## config.mk

```make
export PLATFORM = sky130hd
export DESIGN_NAME = prog_sequencer_flat
export DESIGN_NICKNAME = d
export VERILOG_FILES = /design/src/rtl/prog_sequencer_if.sv /design/src/rtl/prog_sequencer.sv /design/src/flat_wrapper.sv
export SDC_FILE = /design/constraint.sdc
export NUM_CORES = 1
export LEC_CHECK = 0
export BUFFER_PORTS_ARGS = -buffer_cell sky130_fd_sc_hd__buf_4
export CELL_PAD_IN_SITES_DETAIL_PLACEMENT = 1
export CELL_PAD_IN_SITES_GLOBAL_PLACEMENT = 1
export CORE_ASPECT_RATIO = 1.2
export CORE_MARGIN = 2
export CORE_UTILIZATION = 44
export CTS_CLUSTER_DIAMETER = 150
export DETAILED_ROUTE_END_ITERATION = 7
export PLACE_DENSITY = 0.95
export SKIP_LAST_GASP = 1
export SLEW_MARGIN = 20
export SYNTH_ARGS = -nofsm -noshare
export SYNTH_HDL_FRONTEND = slang
export SYNTH_SLANG_ARGS = --single-unit
export TNS_END_PERCENT = 30
```

## constraint.sdc

```tcl
create_clock -name CLK -period 4.1 [get_ports CLK]
set_clock_uncertainty 0.15 [all_clocks]
set_input_delay 0.82 -clock CLK [delete_from_list [all_inputs] [get_ports CLK]]
set_output_delay 0.82 -clock CLK [all_outputs]
set_load 0.02 [all_outputs]
```

## src/rtl/prog_sequencer_if.sv

```systemverilog
// Host/decoder-facing handshake bundle for prog_sequencer.
// The slave modport is the sequencer; the master modport is the host/decoder side.
interface prog_sequencer_if #(
  parameter int unsigned CNT_W = 16
);
  logic             start;
  logic [1:0]       prog_sel;
  logic             halt;
  logic             br_taken;
  logic             pc_reset;
  logic [1:0]       pc_state;
  logic             br_ctrl;
  logic             fetch_en;
  logic             busy;
  logic             done;
  logic [CNT_W-1:0] cycles;
  logic             timeout;

  modport slave (
    input  start, prog_sel, halt, br_taken,
    output pc_reset, pc_state, br_ctrl, fetch_en, busy, done, cycles, timeout
  );

  modport master (
    output start, prog_sel, halt, br_taken,
    input  pc_reset, pc_state, br_ctrl, fetch_en, busy, done, cycles, timeout
  );
endinterface

```

## src/rtl/prog_sequencer.sv

```systemverilog
// Run controller for the program counter: IDLE -> LOAD -> RUN -> DONE, with run-cycle count.
// Optional watchdog enabled by defining WATCHDOG_EN (limit set by MAX_CYCLES).
module prog_sequencer #(
  parameter int unsigned CNT_W      = 16,
  parameter int unsigned MAX_CYCLES = 16'hFFFF
) (
  input logic              CLK,
  input logic              reset,
  prog_sequencer_if.slave  bus
);

  typedef enum logic [1:0] {StIdle, StLoad, StRun, StDone} state_e;

  state_e           state_q, state_d;
  logic [1:0]       pc_state_q, pc_state_d;
  logic [CNT_W-1:0] cycles_q, cycles_d;
  logic             timeout_q, timeout_d;
  logic             pc_reset_q, pc_reset_d;
  logic             fetch_en_q, fetch_en_d;
  logic             busy_q, busy_d;
  logic             done_q, done_d;

`ifdef WATCHDOG_EN
  localparam logic [CNT_W-1:0] WdLast = CNT_W'(MAX_CYCLES - 1);
`else
  logic unused_max_cycles;
  assign unused_max_cycles = ^MAX_CYCLES;
`endif

  always_comb begin
    state_d    = state_q;
    pc_state_d = pc_state_q;
    cycles_d   = cycles_q;
    timeout_d  = timeout_q;

    unique case (state_q)
      StIdle, StDone: begin
        if (bus.start) begin
          state_d    = StLoad;
          pc_state_d = bus.prog_sel;
          cycles_d   = '0;
          timeout_d  = 1'b0;
        end
      end
      StLoad: state_d = StRun;
      StRun: begin
        // Saturate rather than wrap so a long program never reads back as short.
        if (cycles_q != '1) begin
          cycles_d = cycles_q + 1'b1;
        end
        if (bus.halt) begin
          state_d = StDone;
        end
`ifdef WATCHDOG_EN
        if (cycles_q == WdLast) begin
          state_d   = StDone;
          timeout_d = 1'b1;
        end
`endif
      end
      default: state_d = StIdle;
    endcase

    // Moore outputs registered from the next state so they line up with state_q.
    pc_reset_d = (state_d == StLoad);
    fetch_en_d = (state_d == StRun);
    busy_d     = (state_d == StLoad) || (state_d == StRun);
    done_d     = (state_d == StDone);
  end

  always_ff @(posedge CLK or negedge reset) begin
    if (!reset) begin
      state_q    <= StIdle;
      pc_state_q <= 2'b00;
      cycles_q   <= '0;
      timeout_q  <= 1'b0;
      pc_reset_q <= 1'b0;
      fetch_en_q <= 1'b0;
      busy_q     <= 1'b0;
      done_q     <= 1'b0;
    end else begin
      state_q    <= state_d;
      pc_state_q <= pc_state_d;
      cycles_q   <= cycles_d;
      timeout_q  <= timeout_d;
      pc_reset_q <= pc_reset_d;
      fetch_en_q <= fetch_en_d;
      busy_q     <= busy_d;
      done_q     <= done_d;
    end
  end

  assign bus.pc_reset = pc_reset_q;
  assign bus.pc_state = pc_state_q;
  assign bus.fetch_en = fetch_en_q;
  assign bus.busy     = busy_q;
  assign bus.done     = done_q;
  assign bus.cycles   = cycles_q;
  assign bus.br_ctrl  = bus.br_taken & (state_q == StRun);
`ifdef WATCHDOG_EN
  assign bus.timeout  = timeout_q;
`else
  logic unused_timeout;
  assign unused_timeout = timeout_q;
  assign bus.timeout  = 1'b0;
`endif

endmodule

```

## src/flat_wrapper.sv

```systemverilog
// flat-port wrapper written by rule: the top's interface ports become plain ports
module prog_sequencer_flat 
#(
  parameter int unsigned CNT_W      = 16,
  parameter int unsigned MAX_CYCLES = 16'hFFFF
)
  (CLK, reset, bus_start, bus_prog_sel, bus_halt, bus_br_taken, bus_pc_reset, bus_pc_state, bus_br_ctrl, bus_fetch_en, bus_busy, bus_done, bus_cycles, bus_timeout);
  prog_sequencer_if #(.CNT_W(CNT_W)) bus_i ();
  input logic CLK;
  input logic reset;
  input wire logic [$bits(bus_i.start)-1:0] bus_start;
  input wire logic [$bits(bus_i.prog_sel)-1:0] bus_prog_sel;
  input wire logic [$bits(bus_i.halt)-1:0] bus_halt;
  input wire logic [$bits(bus_i.br_taken)-1:0] bus_br_taken;
  output wire logic [$bits(bus_i.pc_reset)-1:0] bus_pc_reset;
  output wire logic [$bits(bus_i.pc_state)-1:0] bus_pc_state;
  output wire logic [$bits(bus_i.br_ctrl)-1:0] bus_br_ctrl;
  output wire logic [$bits(bus_i.fetch_en)-1:0] bus_fetch_en;
  output wire logic [$bits(bus_i.busy)-1:0] bus_busy;
  output wire logic [$bits(bus_i.done)-1:0] bus_done;
  output wire logic [$bits(bus_i.cycles)-1:0] bus_cycles;
  output wire logic [$bits(bus_i.timeout)-1:0] bus_timeout;
  assign bus_i.start = bus_start;
  assign bus_i.prog_sel = bus_prog_sel;
  assign bus_i.halt = bus_halt;
  assign bus_i.br_taken = bus_br_taken;
  assign bus_pc_reset = bus_i.pc_reset;
  assign bus_pc_state = bus_i.pc_state;
  assign bus_br_ctrl = bus_i.br_ctrl;
  assign bus_fetch_en = bus_i.fetch_en;
  assign bus_busy = bus_i.busy;
  assign bus_done = bus_i.done;
  assign bus_cycles = bus_i.cycles;
  assign bus_timeout = bus_i.timeout;
  prog_sequencer #(.CNT_W(CNT_W), .MAX_CYCLES(MAX_CYCLES)) u_core (.CLK(CLK), .reset(reset), .bus(bus_i));
endmodule
```

==> metrics list <==
* Syn_nets: between 100 and 150
- In the final routed layout, each cell accounts on average for 16.87 µm.
- Of all nets on the critical path, the largest fanout is 10.
* Avg Vias per Cell: 5.695
* Post-synthesis to final-layout area growth: 19.70%
* Global-route wire length before repair: 5354 µm
* Slew at the pin closest to its max-slew limit: just over 0.8 ns
* Int Power: 0.5354 mW
- The number of antenna violations at the first check in global routing was 0.
- Multiplexer area fraction after synthesis: 0.1101
- Final GP Congestion: 0.8087
- Row count: 22
- Clock-pin slew of the registers on the worst-case setup and hold paths: around 0.15 ns
- Std-Cell Core Area: 0.003000 mm²
- Worst Hold Class: in2async
- Launching element type of the critical path: flop
- Data arrival time of the worst path: 1.47 ns
- TritonCTS built the clock tree.
- The clock drives 24 sinks.
* Initial core utilization: 0.4508
* Average size of a mapped cell: ~11 µm²
- GRT Util Overall: 0.2065
- CTS built an H-tree with a depth of 1.
- The die is approximately 65 µm tall.
- Commonest cells after routing, fill and taps aside: 29 x sky130_fd_sc_hd__buf_4, 24 x sky130_fd_sc_hd__dfrtp_1, 12 x sky130_fd_sc_hd__nor2_1
* Count of final setup violators: 0
* Critical Path Max Stage Delay: 0.41 ns
- For this block, the routed nets add up to 3205 µm of wire.
- Total global routing overflow: 0
* Sum of negative setup slack: 0 ns
- Io pins: 31
* Setup repair after global routing missed its margin: false
- The die covers around 0.0035 mm².
- Number of max-cap violations: 0
- Number of optimization iterations in the first detailed-route pass: 4
- The flow ran to the end, and the final reports show no timing, DRC or antenna violations.
- The library cell used most frequently in the layout, excluding fill and tap cells, is sky130_fd_sc_hd__buf_4.
- Diode insertion count for antenna repair: 0
* Pins over their slew limit: 0
- Non-filler instance count after layout: 190
- The design draws 0.9694 mW.
- The share of the Yosys chip area taken by registers is 0.4440.
* Main combinational cell family by area after synthesis: simple AND/OR/NAND/NOR gates
- TritonCTS Buffers: 3
- Summed over all nets, the switching power comes to 0.4340 mW.
- Buffers inserted to repair hold after CTS numbered 0.
- Combined area of all synthesized cells: 0.001353 mm²
* Flop and latch count out of synthesis: 24
- The clock passes through at most 2 buffers.
- Upper clock frequency limit: 0.4101 GHz
- Area fraction in and, or, nand and nor cells after synthesis: 0.2128
- For this block, the initial DRC count from the detailed router was 4.
- Measured in cells, the most critical reg-to-reg path has a length of 4.
* Worst max-slew margin expressed relative to the limit: 0.4441
* Synthesized-area fraction occupied by ao, oa, aoi and oai cells: 0.1351
- Worst setup slack after layout: between 1.5 and 2 ns
- Dividing the final minimum period by the clock period gives 0.5947.
- The setup check on the worst reg-to-reg path leaves a slack of 1.69 ns.
- Die Width: about 55 µm
- The critical path goes through inv_1 -> ha_1 -> and2_1 -> buf_4.
* Buffers and inverters on the worst path: 2
- For the finished layout, the period the worst path requires is 2.438 ns.
- Xor/xnor share of the synthesized area: 0
- The endpoint identified for the worst register-to-register timing path is u_core.bus.cycles[0].
- Critical-path top delay cell: sky130_fd_sc_hd__dfrtp_1
- Number of remaining DRC errors: 0
- Switching Fraction: 0.4477
* Clock power share: 0.138
* Required arrival time at the worst endpoint: 3.13 ns
* Number of nets with antenna violations after detailed routing: 0
* HPWL after detailed placement: around 2400 µm
- The setup path with the least slack is of type reg2out.
* Final design instance area without fill: 0.001619 mm²
* Clock root buffer master: sky130_fd_sc_hd__clkbuf_4
- Of the total power, registers draw 0.345.
* Adder-cell share of the synthesized area: 0.04625
- Cells resized by post-CTS repair: 0
- Synthesis instantiated 38 different standard cells from the library.
- Fraction of final layout cells with drive strength greater than 1: 0.2792
- Crit path max-delay family: flip-flops
* Setup slack after placement: 1.610 ns
* Net count of the finished layout: around 170
* Comb power frac: 0.517
* Peak ir drop on the vdd network: 0.4119 mV
- Vias in the first global route: approximately 1200
- Entering global routing, the biggest net connects 25 pins.
* Port bufs: 29
* Post-Synthesis Cells: between 100 and 150
* Clock latency reported for the late side of the worst-skew pair: 0.33 ns
- Yosys warns: 0
- The detailed router placed 1082 vias in this run.
- In this run the power density over the cells is 598.7 mW/mm².
- Final hold violations: 0
- Worst R2R Start: u_core.state_q[1]
* Post-CTS setup buffer count: 0
- Summing all placed instances gives a cell area of between 0.0015 and 0.002 mm².
- Endpoint class of the critical path: output pin
* Leakage: just under 0.8 nW
- Placed insts: around 190
## routing by layer
| layer | vias up | GRT usage | routed length, µm |
|---|---|---|---|
| li1 | 519 | - | - |
| met1 | 529 | 0.2632 | 1304 |
| met2 | 31 | 0.3452 | 1704 |
| met3 | 3 | 0.04608 | 172 |
| met4 | 0 | 0.05000 | 23 |
| met5 | - | 0 | 0 |
## registers in the layout, summed over array words and instances, names as in the netlist
register and flops:
u_core.bus.cycles 16, u_core.bus.pc_state 2, u_core.state_q 2, u_core.bus.busy 1, u_core.bus.done 1, u_core.bus.fetch_en 1, u_core.bus.pc_reset 1
## metrics by stage
| step | hold WS, ns | utilization |
|---|---|---|
| global route | 0.2139 | 0.5396 |
| global placement | 0.3526 | 0.5275 |
| CTS | 0.2252 | 0.5396 |
| finish | 0.2070 | 0.5396 |
| detailed placement | 0.3713 | 0.5275 |
| floorplan | 0.3744 | - |
## cell type report
| cell class | instances | area, µm² |
|---|---|---|
| clock buffers | 4 | 36.28 |
| fillers | 351 | 1381 |
| inverters | 9 | 33.78 |
| multi-input cells | 88 | 685.7 |
| flip-flops and latches | 24 | 600.6 |
| well taps | 36 | 45.04 |
| repair buffers | 29 | 217.7 |
## how the worst max path moves through the flow
stage | from | to | slack (ns) | cells after the start
final | u_core.state_q[0] | bus_br_ctrl | 1.66 | 4
after global routing | u_core.state_q[0] | bus_br_ctrl | 1.55 | 4
after CTS | u_core.state_q[0] | bus_br_ctrl | 1.67 | 4
after detailed placement | bus_start | u_core.bus.cycles[0] | 1.61 | 4
after global placement | bus_start | u_core.bus.cycles[0] | 1.66 | 4
after floorplan | bus_br_taken | bus_br_ctrl | 2.09 | 1
## power by group through the flow
stage | sequential, mW | clock (mW) | combinational [mW]
global placement | 0.334 | 0 | 0.477
CTS | 0.335 | 0.132 | 0.506
floorplan | 0.382 | 0 | 0.314
detailed placement | 0.340 | 0 | 0.504
finish | 0.334 | 0.134 | 0.502
global route | 0.341 | 0.145 | 0.557
## Yosys cell counts, drive strengths merged
cell type   n  share of area
o32ai       1         0.0065
nand4       4          0.041
nor2b       1         0.0046
a211o       1         0.0065
nor2       12          0.033
a211oi      1         0.0056
and4        1         0.0065
a31oi       1         0.0046
conb        1         0.0028
buf         4          0.021
o21ai       4          0.015
dfrtp      24           0.44
nand3       3          0.011
a22o        1         0.0065
nor4        4          0.030
mux2        4          0.033
mux2i      10          0.077
clkbuf      1         0.0028
nand2       6          0.017
ha          5          0.046
o2bb2ai     9          0.058
or2         1         0.0046
nor4b       1          0.018
a21o        1          0.011
and3        2         0.0092
nor3        7          0.030
inv         9          0.025
a31o        1         0.0065
and2        2         0.0092
a21oi       4          0.015
## kinds of logic after synthesis
family	after synthesis
flip-flops	24
buffers and inverters	14
adder cells (fa/ha/maj)	5
multiplexers	14
other	1
AO/OA/AOI/OAI	24
AND/OR/NAND/NOR	44
Power figures use the tool's default switching activity.
